File: src/rtl/mem_ctrl_pkg.sv
// Shared constants for the ROB-to-memory responder: size codes, FSM states
// and the default IO window.
package mem_ctrl_pkg;

    localparam logic [1:0] MEM_B = 2'b00;
    localparam logic [1:0] MEM_H = 2'b01;
    localparam logic [1:0] MEM_W = 2'b10;

    localparam logic [31:0] IO_BASE_DEFAULT = 32'h0003_0000;
    localparam int          IO_SPAN_DEFAULT = 8;

    typedef enum logic [1:0] {
        ST_IDLE  = 2'd0,
        ST_READ  = 2'd1,
        ST_WRITE = 2'd2
    } state_e;

    // Size code 11 is treated as a word access.
    function automatic logic [2:0] size_to_n(input logic [1:0] size);
        case (size)
            MEM_B:   return 3'd1;
            MEM_H:   return 3'd2;
            default: return 3'd4;
        endcase
    endfunction

endpackage

File: src/rtl/mem_load_ext.sv
// Load-result extension: takes the assembled little-endian bytes and widens
// them to 32 bits, sign- or zero-extending from bit 8N-1.
module mem_load_ext
    import mem_ctrl_pkg::*;
(
    input  logic [31:0] bytes_i,
    input  logic [2:0]  n_i,
    input  logic        signed_i,
    output logic [31:0] value_o
);

    always_comb begin
        value_o = bytes_i;
        case (n_i)
            3'd1:    value_o = {{24{signed_i & bytes_i[7]}},  bytes_i[7:0]};
            3'd2:    value_o = {{16{signed_i & bytes_i[15]}}, bytes_i[15:0]};
            default: value_o = bytes_i;
        endcase
    end

endmodule

File: src/rtl/mem_ctrl.sv
// Responder end of the ROB-to-memory interface: serialises one load or store
// at a time into byte transfers on a byte-wide RAM/IO bus.
module mem_ctrl
    import mem_ctrl_pkg::*;
#(
    parameter int          ADDR_W  = 32,
    parameter logic [31:0] IO_BASE = IO_BASE_DEFAULT,
    parameter int          IO_SPAN = IO_SPAN_DEFAULT
) (
    input  logic              clk,
    input  logic              rst,
    input  logic              rdy,
    input  logic              clr,
    input  logic              RN,
    input  logic              WN,
    input  logic [ADDR_W-1:0] Addr,
    input  logic [31:0]       Wvalue,
    input  logic [1:0]        Size,
    input  logic              Signed,
    output logic              Mem_Success,
    output logic [31:0]       Read_Value,
    input  logic [7:0]        mem_din,
    output logic [7:0]        mem_dout,
    output logic [ADDR_W-1:0] mem_a,
    output logic              mem_wr,
    input  logic              io_buffer_full
);

    state_e            state_q;
    logic [2:0]        cnt_q;
    logic [2:0]        n_q;
    logic [ADDR_W-1:0] addr_q;
    logic [31:0]       wdata_q;
    logic              sgn_q;
    logic [31:0]       buf_q;
    logic [31:0]       rval_q;
    logic              succ_q;
    logic [ADDR_W-1:0] mem_a_q;
    logic [7:0]        dout_q;
    logic              wr_q;
    logic              io_q;

    logic [2:0]        cnt_inc;
    logic [ADDR_W-1:0] next_a;
    logic [31:0]       bytes_d;
    logic [31:0]       ext_value;
    logic              stall;

    function automatic logic in_io(input logic [ADDR_W-1:0] a);
        logic [ADDR_W-1:0] off;
        off = a - ADDR_W'(IO_BASE);
        return off < ADDR_W'(IO_SPAN);
    endfunction

    assign cnt_inc = cnt_q + 3'd1;
    assign next_a  = addr_q + ADDR_W'(cnt_inc);
    assign stall   = io_q & io_buffer_full;

    // Byte k-1 arrives on mem_din during cycle k; fold it in before extension
    // so the final byte can be used at the same edge it is captured.
    always_comb begin
        bytes_d = buf_q;
        case (cnt_q)
            3'd1:    bytes_d[7:0]   = mem_din;
            3'd2:    bytes_d[15:8]  = mem_din;
            3'd3:    bytes_d[23:16] = mem_din;
            3'd4:    bytes_d[31:24] = mem_din;
            default: bytes_d = buf_q;
        endcase
    end

    mem_load_ext u_ext (
        .bytes_i  (bytes_d),
        .n_i      (n_q),
        .signed_i (sgn_q),
        .value_o  (ext_value)
    );

    always_ff @(posedge clk or posedge rst) begin
        if (rst) begin
            state_q <= ST_IDLE;
            cnt_q   <= 3'd0;
            n_q     <= 3'd1;
            addr_q  <= '0;
            wdata_q <= '0;
            sgn_q   <= 1'b0;
            buf_q   <= '0;
            rval_q  <= '0;
            succ_q  <= 1'b1;
            mem_a_q <= '0;
            dout_q  <= '0;
            wr_q    <= 1'b0;
            io_q    <= 1'b0;
        end else if (rdy) begin
            case (state_q)
                ST_IDLE: begin
                    if (WN) begin
                        state_q <= ST_WRITE;
                        addr_q  <= Addr;
                        wdata_q <= Wvalue;
                        n_q     <= size_to_n(Size);
                        cnt_q   <= 3'd0;
                        mem_a_q <= Addr;
                        dout_q  <= Wvalue[7:0];
                        wr_q    <= 1'b1;
                        io_q    <= in_io(Addr);
                        succ_q  <= 1'b0;
                    end else if (RN && !clr) begin
                        state_q <= ST_READ;
                        addr_q  <= Addr;
                        n_q     <= size_to_n(Size);
                        sgn_q   <= Signed;
                        cnt_q   <= 3'd0;
                        mem_a_q <= Addr;
                        wr_q    <= 1'b0;
                        succ_q  <= 1'b0;
                    end
                end
                ST_READ: begin
                    if (clr) begin
                        state_q <= ST_IDLE;
                        cnt_q   <= 3'd0;
                        succ_q  <= 1'b1;
                    end else begin
                        buf_q <= bytes_d;
                        if (cnt_q == n_q) begin
                            rval_q  <= ext_value;
                            state_q <= ST_IDLE;
                            cnt_q   <= 3'd0;
                            succ_q  <= 1'b1;
                        end else begin
                            cnt_q <= cnt_inc;
                            if (cnt_inc < n_q) begin
                                mem_a_q <= next_a;
                            end
                        end
                    end
                end
                ST_WRITE: begin
                    // A committed store ignores clr; only a full UART buffer stalls it.
                    if (!stall) begin
                        if (cnt_inc == n_q) begin
                            state_q <= ST_IDLE;
                            cnt_q   <= 3'd0;
                            wr_q    <= 1'b0;
                            succ_q  <= 1'b1;
                        end else begin
                            cnt_q   <= cnt_inc;
                            mem_a_q <= next_a;
                            dout_q  <= wdata_q[{cnt_inc[1:0], 3'b000} +: 8];
                            io_q    <= in_io(next_a);
                        end
                    end
                end
                default: begin
                    state_q <= ST_IDLE;
                    succ_q  <= 1'b1;
                    wr_q    <= 1'b0;
                end
            endcase
        end
    end

    assign Mem_Success = succ_q;
    assign Read_Value  = rval_q;
    assign mem_a       = mem_a_q;
    assign mem_dout    = dout_q;
    assign mem_wr      = wr_q & rdy & ~stall;

endmodule

File: config.mk
export PLATFORM = sky130hd
export DESIGN_NAME = mem_ctrl
export DESIGN_NICKNAME = d
export VERILOG_FILES = /design/src/rtl/mem_ctrl_pkg.sv /design/src/rtl/mem_load_ext.sv /design/src/rtl/mem_ctrl.sv
export SDC_FILE = /design/constraint.sdc
export NUM_CORES = 1
export LEC_CHECK = 0
export CORE_AREA = 3 3 250 154
export CTS_CLUSTER_DIAMETER = 100
export DETAILED_ROUTE_END_ITERATION = 16
export DIE_AREA = 0 0 253 157
export PLACE_DENSITY = 0.42
export SYNTH_ARGS = -nofsm -noshare
export SYNTH_HDL_FRONTEND = slang
export SYNTH_SLANG_ARGS = --single-unit
File: constraint.sdc
create_clock -name clk -period 5.9 [get_ports clk]
set_input_delay 1.18 -clock clk [delete_from_list [all_inputs] [get_ports clk]]
set_output_delay 1.18 -clock clk [all_outputs]
set_load 0.01 [all_outputs]
==> metrics.md, run 1 <==
| Metric | Value |
|---|---|
| Clock Latency Late Sink | `0.44 ns` |
| Worst VDD drop | `0.000165 V` |
| Kind of critical path | `reg2reg` |
| RePlAce Congestion | `0.772` |
| Share of cells above drive strength 1 | `0.150` |
| R2r setup slk | `1.42 ns` |
| FMAX | `223 MHz` |
| Status | `finished clean` |
| CTS tree | `yes` |
| Final WS setup | `1.42 ns` |
| MaxCap Viol Count | `0` |
| Crit path largest cell delay | `0.79 ns` |
| RSZ-0062 raised after global routing | `no` |
| Leakage | `4.74 nW` |
| Worst R2R End | `io_q$_DFFE_PP0P_` |
| Setup crit end kind | `register` |
| Comb pwr share | `0.421` |
| Num rows | `54` |
| Fill count | `3,716` |
| Clock Sinks | `180` |
| Critical Path RT | `6.25 ns` |
| Hold Crit Endpoint | `buf_q[24]$_DFFE_PP0P_` |
| DR WL/cell | `18.5 um` |
| Netlist Area Pre-Place | `9020 sq um` |
| 1st-iter DRT viols | `304` |
| Die span in y | `157 um` |
| Synthesized net count | `939` |
| Area fraction of the dominant cell type after synthesis | `0.494` |
| Initial Utilization | `0.249` |
| RR Startpoint | `cnt_q[0]$_DFFE_PP0P_` |
| WP buf/inv | `2` |
| Vias per cell | `4.60` |
| Diodes inserted | `0` |
| Clock Tree Buf Depth | `2` |
| Post_cts resized | `0` |
| Total number of vias | `6,723` |
| Die X | `253 um` |
| Vias in the first global route | `6,842` |
| Initial antenna violation count | `3` |
| Setup TNS | `0 ns` |
| Boundary Pins | `156` |
| Final global-route overflow total | `0` |
| Area leader, netlist | `dfrtp_1` |
| # Post-CTS Setup Buffers | `0` |
| Total power | `0.00585 W` |
| Most frequent CP cell | `inv_1` |
| Register area share after synthesis | `0.500` |
| WL final | `27,100 um` |
| Startpoint types | `register` |
| Root Driver | `clkbuf_16` |
| Most common cell in the synthesized netlist | `dfrtp_1` |
| Worst Hold Depth | `2` |
| Net Sw Power | `0.00217 W` |
| Cell Area, Placed | `11,000 sq um` |
| Largest net degree at the start of global routing | `155` |
| Fraction of power spent switching nets | `0.371` |
| # DRC | `0` |
| Pre-CTS setup slack | `1.29 ns` |
| Clock H-tree levels | `4` |
| Multi-input logic area | `4250 sq um` |
| Max-slew violation count | `0` |
| Synth Flop Type | `dfrtp_1` |
| Reg2Reg Depth | `11` |
| Worst Min Path Start | `buf_q[24]$_DFFE_PP0P_` |
| Crit share post-route | `0.760` |
| Hold WS | `0.480 ns` |
| GRT Overall Usage | `0.140` |
| Area Growth Syn to Fin | `28.8%` |
| IO buf count | `155` |
| Sequential Power Share | `0.384` |
| Final setup violation count | `0` |
| Largest delay share family, worst path | `adder cells` |
| Post-synth EDFFs | `0` |
| Routed Antenna Nets | `0` |
| Final hold vios | `0` |
| Yosys reg bits | `180` |
| Nets | `1,072` |
| Synth Instances | `841` |
| Hold Buf Count CTS | `0` |
| Post-DP HPWL | `19,600 um` |
| Die Footprint | `39,700 sq um` |
| Commonest cells in the netlist | `dfrtp_1 (178), nand2_1 (112), o21ai_0 (104)` |
| First-pass GRT wire length | `42,100 um` |
| Worst hold path type | `reg2reg` |
| Internal | `0.00368 W` |
| Min Tclk post-route | `4.48 ns` |
| Worst EP arrival | `4.83 ns` |
| Synth top area cells | `dfrtp_1 (49%), mux2_2 (11%), o21ai_0 (5.8%)` |
| Max FO, Critical Path | `14` |
| Register area | `4510 sq um` |
| First-pass detailed-route iteration total | `4` |
| Power share of the clock group | `0.195` |
| Yosys cell types | `61` |
| CP max-delay cell | `ha_1` |
| Core Area | `36,200 sq um` |
| Max-slew headroom | `0.333` |
| Slew at the pin closest to its max-slew limit | `0.997 ns` |
| Clock Pin Slew Worst Setup and Hold Paths | `0.07 ns` |
| Power per cell area | `504 nW/um^2` |
| Mean post-synth cell area | `10.7 sq um` |
| TritonCTS Buffers | `17` |
| Design area | `11,600 sq um` |
| Fraction of registers with async set or reset after synthesis | `1.00` |
| Worst clock skew | `0.00870 ns` |
| Synth warn | `0` |
| CP cell instances | `inv_1 > ha_1 > inv_1 > fa_1 > nand2b_1 > a211oi_4 > nand2_1 > xor2_1 > nand4_1 > or4b_1 > o31ai_1` |
==> cells in the final DEF (no fill, tap or decap), types with 11 or more instances in the layout <==
cell type | netlist | layout
clkbuf_16 | 0 | 17
a21oi_1 | 22 | 22
inv_1 | 17 | 16
clkdlybuf4s50_1 | 0 | 155
mux2_2 | 86 | 86
o21ai_0 | 104 | 104
xor2_1 | 17 | 17
mux2i_1 | 40 | 40
dfrtp_1 | 178 | 178
and3_1 | 11 | 11
nand4_1 | 12 | 12
xnor2_1 | 20 | 20
nand2_1 | 112 | 112
ha_1 | 15 | 14
nor2_1 | 29 | 28
o21a_1 | 16 | 16
nand3_1 | 20 | 20
==> per-stage QoR <==
stage                     cells   util
after floorplan             841      -
after global placement     1431  0.305
after detailed placement   1431  0.305
after CTS                  1463  0.321
after global routing       1463  0.321
final                      1463  0.321
==> worst reg2reg max path, cell delays in order (launching register included) <==
cell      delay (ns)
dfrtp_1         0.74
inv_1           0.20
ha_1            0.79
inv_1           0.18
fa_1            0.53
nand2b_1        0.24
a211oi_4        0.50
nand2_1         0.12
xor2_1          0.21
nand4_1         0.10
or4b_1          0.55
o31ai_1         0.24
==> layer usage <==
| layer | global-route usage | vias to the layer above | wire length (um) |
|---|---|---|---|
| met5 | 0 | - | 27 |
| met1 | 0.218 | 3332 | 14900 |
| li1 | - | 3258 | - |
| met3 | 0.0337 | 19 | 1110 |
| met4 | 0.0354 | 4 | 235 |
| met2 | 0.191 | 110 | 10900 |
==> layout make-up <==
cell class | count | share of cell area
inverter | 18 | 0.00614
multi-input combinational | 595 | 0.366
sequential | 180 | 0.388
tap | 476 | 0.0513
clock buffer | 20 | 0.0376
clock inverter | 12 | 0.0112
timing repair buffer | 162 | 0.139
==> power by group through the flow <==
| stage | Clock (W) | Combinational (W) | Sequential, W |
|---|---|---|---|
| final | 0.00114 | 0.00246 | 0.00224 |
| after global routing | 0.00123 | 0.00273 | 0.00233 |
| after CTS | 0.00119 | 0.00251 | 0.00225 |
| after detailed placement | 0 | 0.00249 | 0.00227 |
| after global placement | 0 | 0.00248 | 0.00227 |
| after floorplan | 0 | 0.00153 | 0.00218 |
==> how the worst max path moves through the flow <==
stage,startpoint,to,depth (start not counted)
after floorplan,cnt_q[0]$_DFFE_PP0P_,io_q$_DFFE_PP0P_,13
after global placement,cnt_q[0]$_DFFE_PP0P_,io_q$_DFFE_PP0P_,11
after detailed placement,cnt_q[0]$_DFFE_PP0P_,io_q$_DFFE_PP0P_,11
after CTS,cnt_q[0]$_DFFE_PP0P_,io_q$_DFFE_PP0P_,11
after global routing,cnt_q[0]$_DFFE_PP0P_,io_q$_DFFE_PP0P_,11
final,cnt_q[0]$_DFFE_PP0P_,io_q$_DFFE_PP0P_,11
==> cell families after synthesis <==
group                    count (synthesis)  share of synthesized area
flip-flops                             180                      0.500
XOR/XNOR                                37                     0.0359
buffers and inverters                   66                     0.0293
AND/OR/NAND/NOR                        227                      0.120
adder cells (fa/ha/maj)                 16                     0.0230
multiplexers                           134                      0.172
AO/OA/AOI/OAI                          181                      0.120
==> registers in the layout, indices dropped and copies added (netlist names) <==
register     cells
mem_dout         8
sgn_q            1
Mem_Success      1
wr_q             1
buf_q           32
Read_Value      32
wdata_q         32
state_q          2
n_q              3
addr_q          32
io_q             1
cnt_q            3
mem_a           32
(Power assumes the default switching activity.)
==> inputs of run 2 (changes only) <==
==> constraint.sdc (replaced) <==
create_clock -name clk -period 3.7 [get_ports clk]
set_input_delay 0.74 -clock clk [delete_from_list [all_inputs] [get_ports clk]]
set_output_delay 0.74 -clock clk [all_outputs]
set_load 0.01 [all_outputs]
==> metrics.md, run 2 (same netlist as run 1, synthesis figures left out) <==
| Metric | Value |
|---|---|
| Status | `finished clean` |
| Clock Latency Late Sink | `0.45 ns` |
| First-pass detailed-route iteration total | `4` |
| Total number of vias | `6,765` |
| Kind of critical path | `reg2reg` |
| Initial Utilization | `0.249` |
| Max FO, Critical Path | `6` |
| Min Tclk post-route | `3.41 ns` |
| Clock Tree Buf Depth | `2` |
| RePlAce Congestion | `0.779` |
| Initial antenna violation count | `4` |
| CTS tree | `yes` |
| Worst Hold Depth | `2` |
| Fill count | `3,742` |
| Hold Crit Endpoint | `mem_a[0]$_DFFE_PP0P_` |
| Worst hold path type | `reg2reg` |
| Crit path largest cell delay | `0.54 ns` |
| Slew at the pin closest to its max-slew limit | `1.04 ns` |
| Clock Sinks | `180` |
| Worst VDD drop | `0.000454 V` |
| Num rows | `54` |
| Final global-route overflow total | `0` |
| Power per cell area | `809 nW/um^2` |
| Vias per cell | `4.57` |
| WP buf/inv | `1` |
| Largest delay share family, worst path | `simple AND/OR/NAND/NOR gates` |
| Root Driver | `clkbuf_16` |
| Boundary Pins | `156` |
| Worst clock skew | `0.0123 ns` |
| RSZ-0062 raised after global routing | `no` |
| Post-DP HPWL | `20,300 um` |
| Hold Buf Count CTS | `0` |
| Die X | `253 um` |
| Commonest non-fill, non-tap cell in the layout | `dfrtp_1` |
| CP max-delay cell | `or4b_1` |
| Clock Pin Slew Worst Setup and Hold Paths | `0.07 ns` |
| Routed Antenna Nets | `0` |
| Final setup violation count | `0` |
| Final hold vios | `0` |
| WL final | `27,800 um` |
| Crit share post-route | `0.923` |
| Critical Path RT | `4.06 ns` |
| Startpoint types | `register` |
| Clock H-tree levels | `4` |
| Worst Min Path Start | `mem_a[0]$_DFFE_PP0P_` |
| FMAX | `293 MHz` |
| Hold WS | `0.476 ns` |
| Total power | `0.00956 W` |
| R2r setup slk | `0.29 ns` |
| Core Area | `36,200 sq um` |
| Setup TNS | `0 ns` |
| 1st-iter DRT viols | `326` |
| Most frequent cells in the layout | `dfrtp_1 (178), clkdlybuf4s50_1 (155), nand2_1 (112)` |
| Die span in y | `157 um` |
| Die Footprint | `39,700 sq um` |
| Nets | `1,087` |
| MaxCap Viol Count | `0` |
| Largest net degree at the start of global routing | `60` |
| Area Growth Syn to Fin | `31.1%` |
| Cell Area, Placed | `11,200 sq um` |
| Design area | `11,800 sq um` |
| Share of cells above drive strength 1 | `0.168` |
| DR WL/cell | `18.8 um` |
| CP cell instances | `ha_1 > ha_1 > inv_1 > ha_2 > nor2b_4 > or3_1 > a21oi_1 > a22o_1 > or4b_1 > or4b_1 > o31ai_2` |
| Max-slew headroom | `0.307` |
| # DRC | `0` |
| Vias in the first global route | `6,916` |
| Max-slew violation count | `0` |
| IO buf count | `155` |
| Setup crit end kind | `register` |
| Reg2Reg Depth | `11` |
| GRT Overall Usage | `0.145` |
| TritonCTS Buffers | `17` |
| Worst EP arrival | `3.78 ns` |
| Finished Core Util | `0.326` |
| Worst R2R End | `io_q$_DFFE_PP0P_` |
| RR Startpoint | `cnt_q[0]$_DFFE_PP0P_` |
| Leakage | `4.85 nW` |
| First-pass GRT wire length | `43,300 um` |
## run 2: cell count changes in the layout (fill, tap and decap cells not counted), moves of 2 or more
cell       before  now
buf_4           6   19
clkbuf_1        3    0
diode_2         0    2
buf_12          1    3
bufinv_16       2    4
## run 2: per-stage QoR
stage               cells  setup slack [ns]
global placement     1444             0.296
finish               1480             0.286
detailed placement   1444             0.278
global route         1479            0.0377
CTS                  1476             0.231
floorplan             841            0.0378
## run 2: worst max-delay path by stage
stage,start,slack [ns],endpoint,cells after the start
after CTS,cnt_q[0]$_DFFE_PP0P_,0.23,io_q$_DFFE_PP0P_,11
after global routing,cnt_q[0]$_DFFE_PP0P_,0.04,io_q$_DFFE_PP0P_,11
after global placement,cnt_q[0]$_DFFE_PP0P_,0.30,io_q$_DFFE_PP0P_,11
final,cnt_q[0]$_DFFE_PP0P_,0.29,io_q$_DFFE_PP0P_,11
after floorplan,cnt_q[0]$_DFFE_PP0P_,0.04,io_q$_DFFE_PP0P_,13
after detailed placement,cnt_q[0]$_DFFE_PP0P_,0.28,io_q$_DFFE_PP0P_,11
## run 2: repair_timing
item,4_1_cts,5_1_grt
endpoints found under the hold margin,0,0
setup endpoints to repair,0,1
buffers inserted,0,2
resized for setup,0,2
## run 2: final cells by class
class / count / area (sq um) / area share
Antenna cell: 2 / 5.00 / 0.000423
Clock buffer: 17 / 425 / 0.0360
Clock inverter: 15 / 200 / 0.0169
Inverter: 18 / 71.3 / 0.00603
Multi-Input combinational cell: 595 / 4260 / 0.360
Sequential cell: 180 / 4510 / 0.381
Tap cell: 476 / 596 / 0.0504
Timing Repair Buffer: 177 / 1750 / 0.148
## run 2: routing by layer
metal | part of all wire | vias to the layer above | track usage
li1 | - | 3294 | -
met1 | 0.54 | 3325 | 0.220
met2 | 0.41 | 122 | 0.200
met3 | 0.045 | 22 | 0.0396
met4 | 0.010 | 2 | 0.0348
met5 | 0.00047 | - | 0
## run 2: worst min-delay path: cells and delay by family (launching register included)
kind	cells	cell delay [ns]
flops	1	0.34
compound gates	1	0.05
simple gates	1	0.04
## run 2: power breakdown
group / switching (W) / leakage, nW / total [W] / internal [W]
clock: 0.000855 / 0.308 / 0.00199 / 0.00114
sequential: 0.000724 / 2.24 / 0.00354 / 0.00281
combinational: 0.00192 / 2.31 / 0.00403 / 0.00211
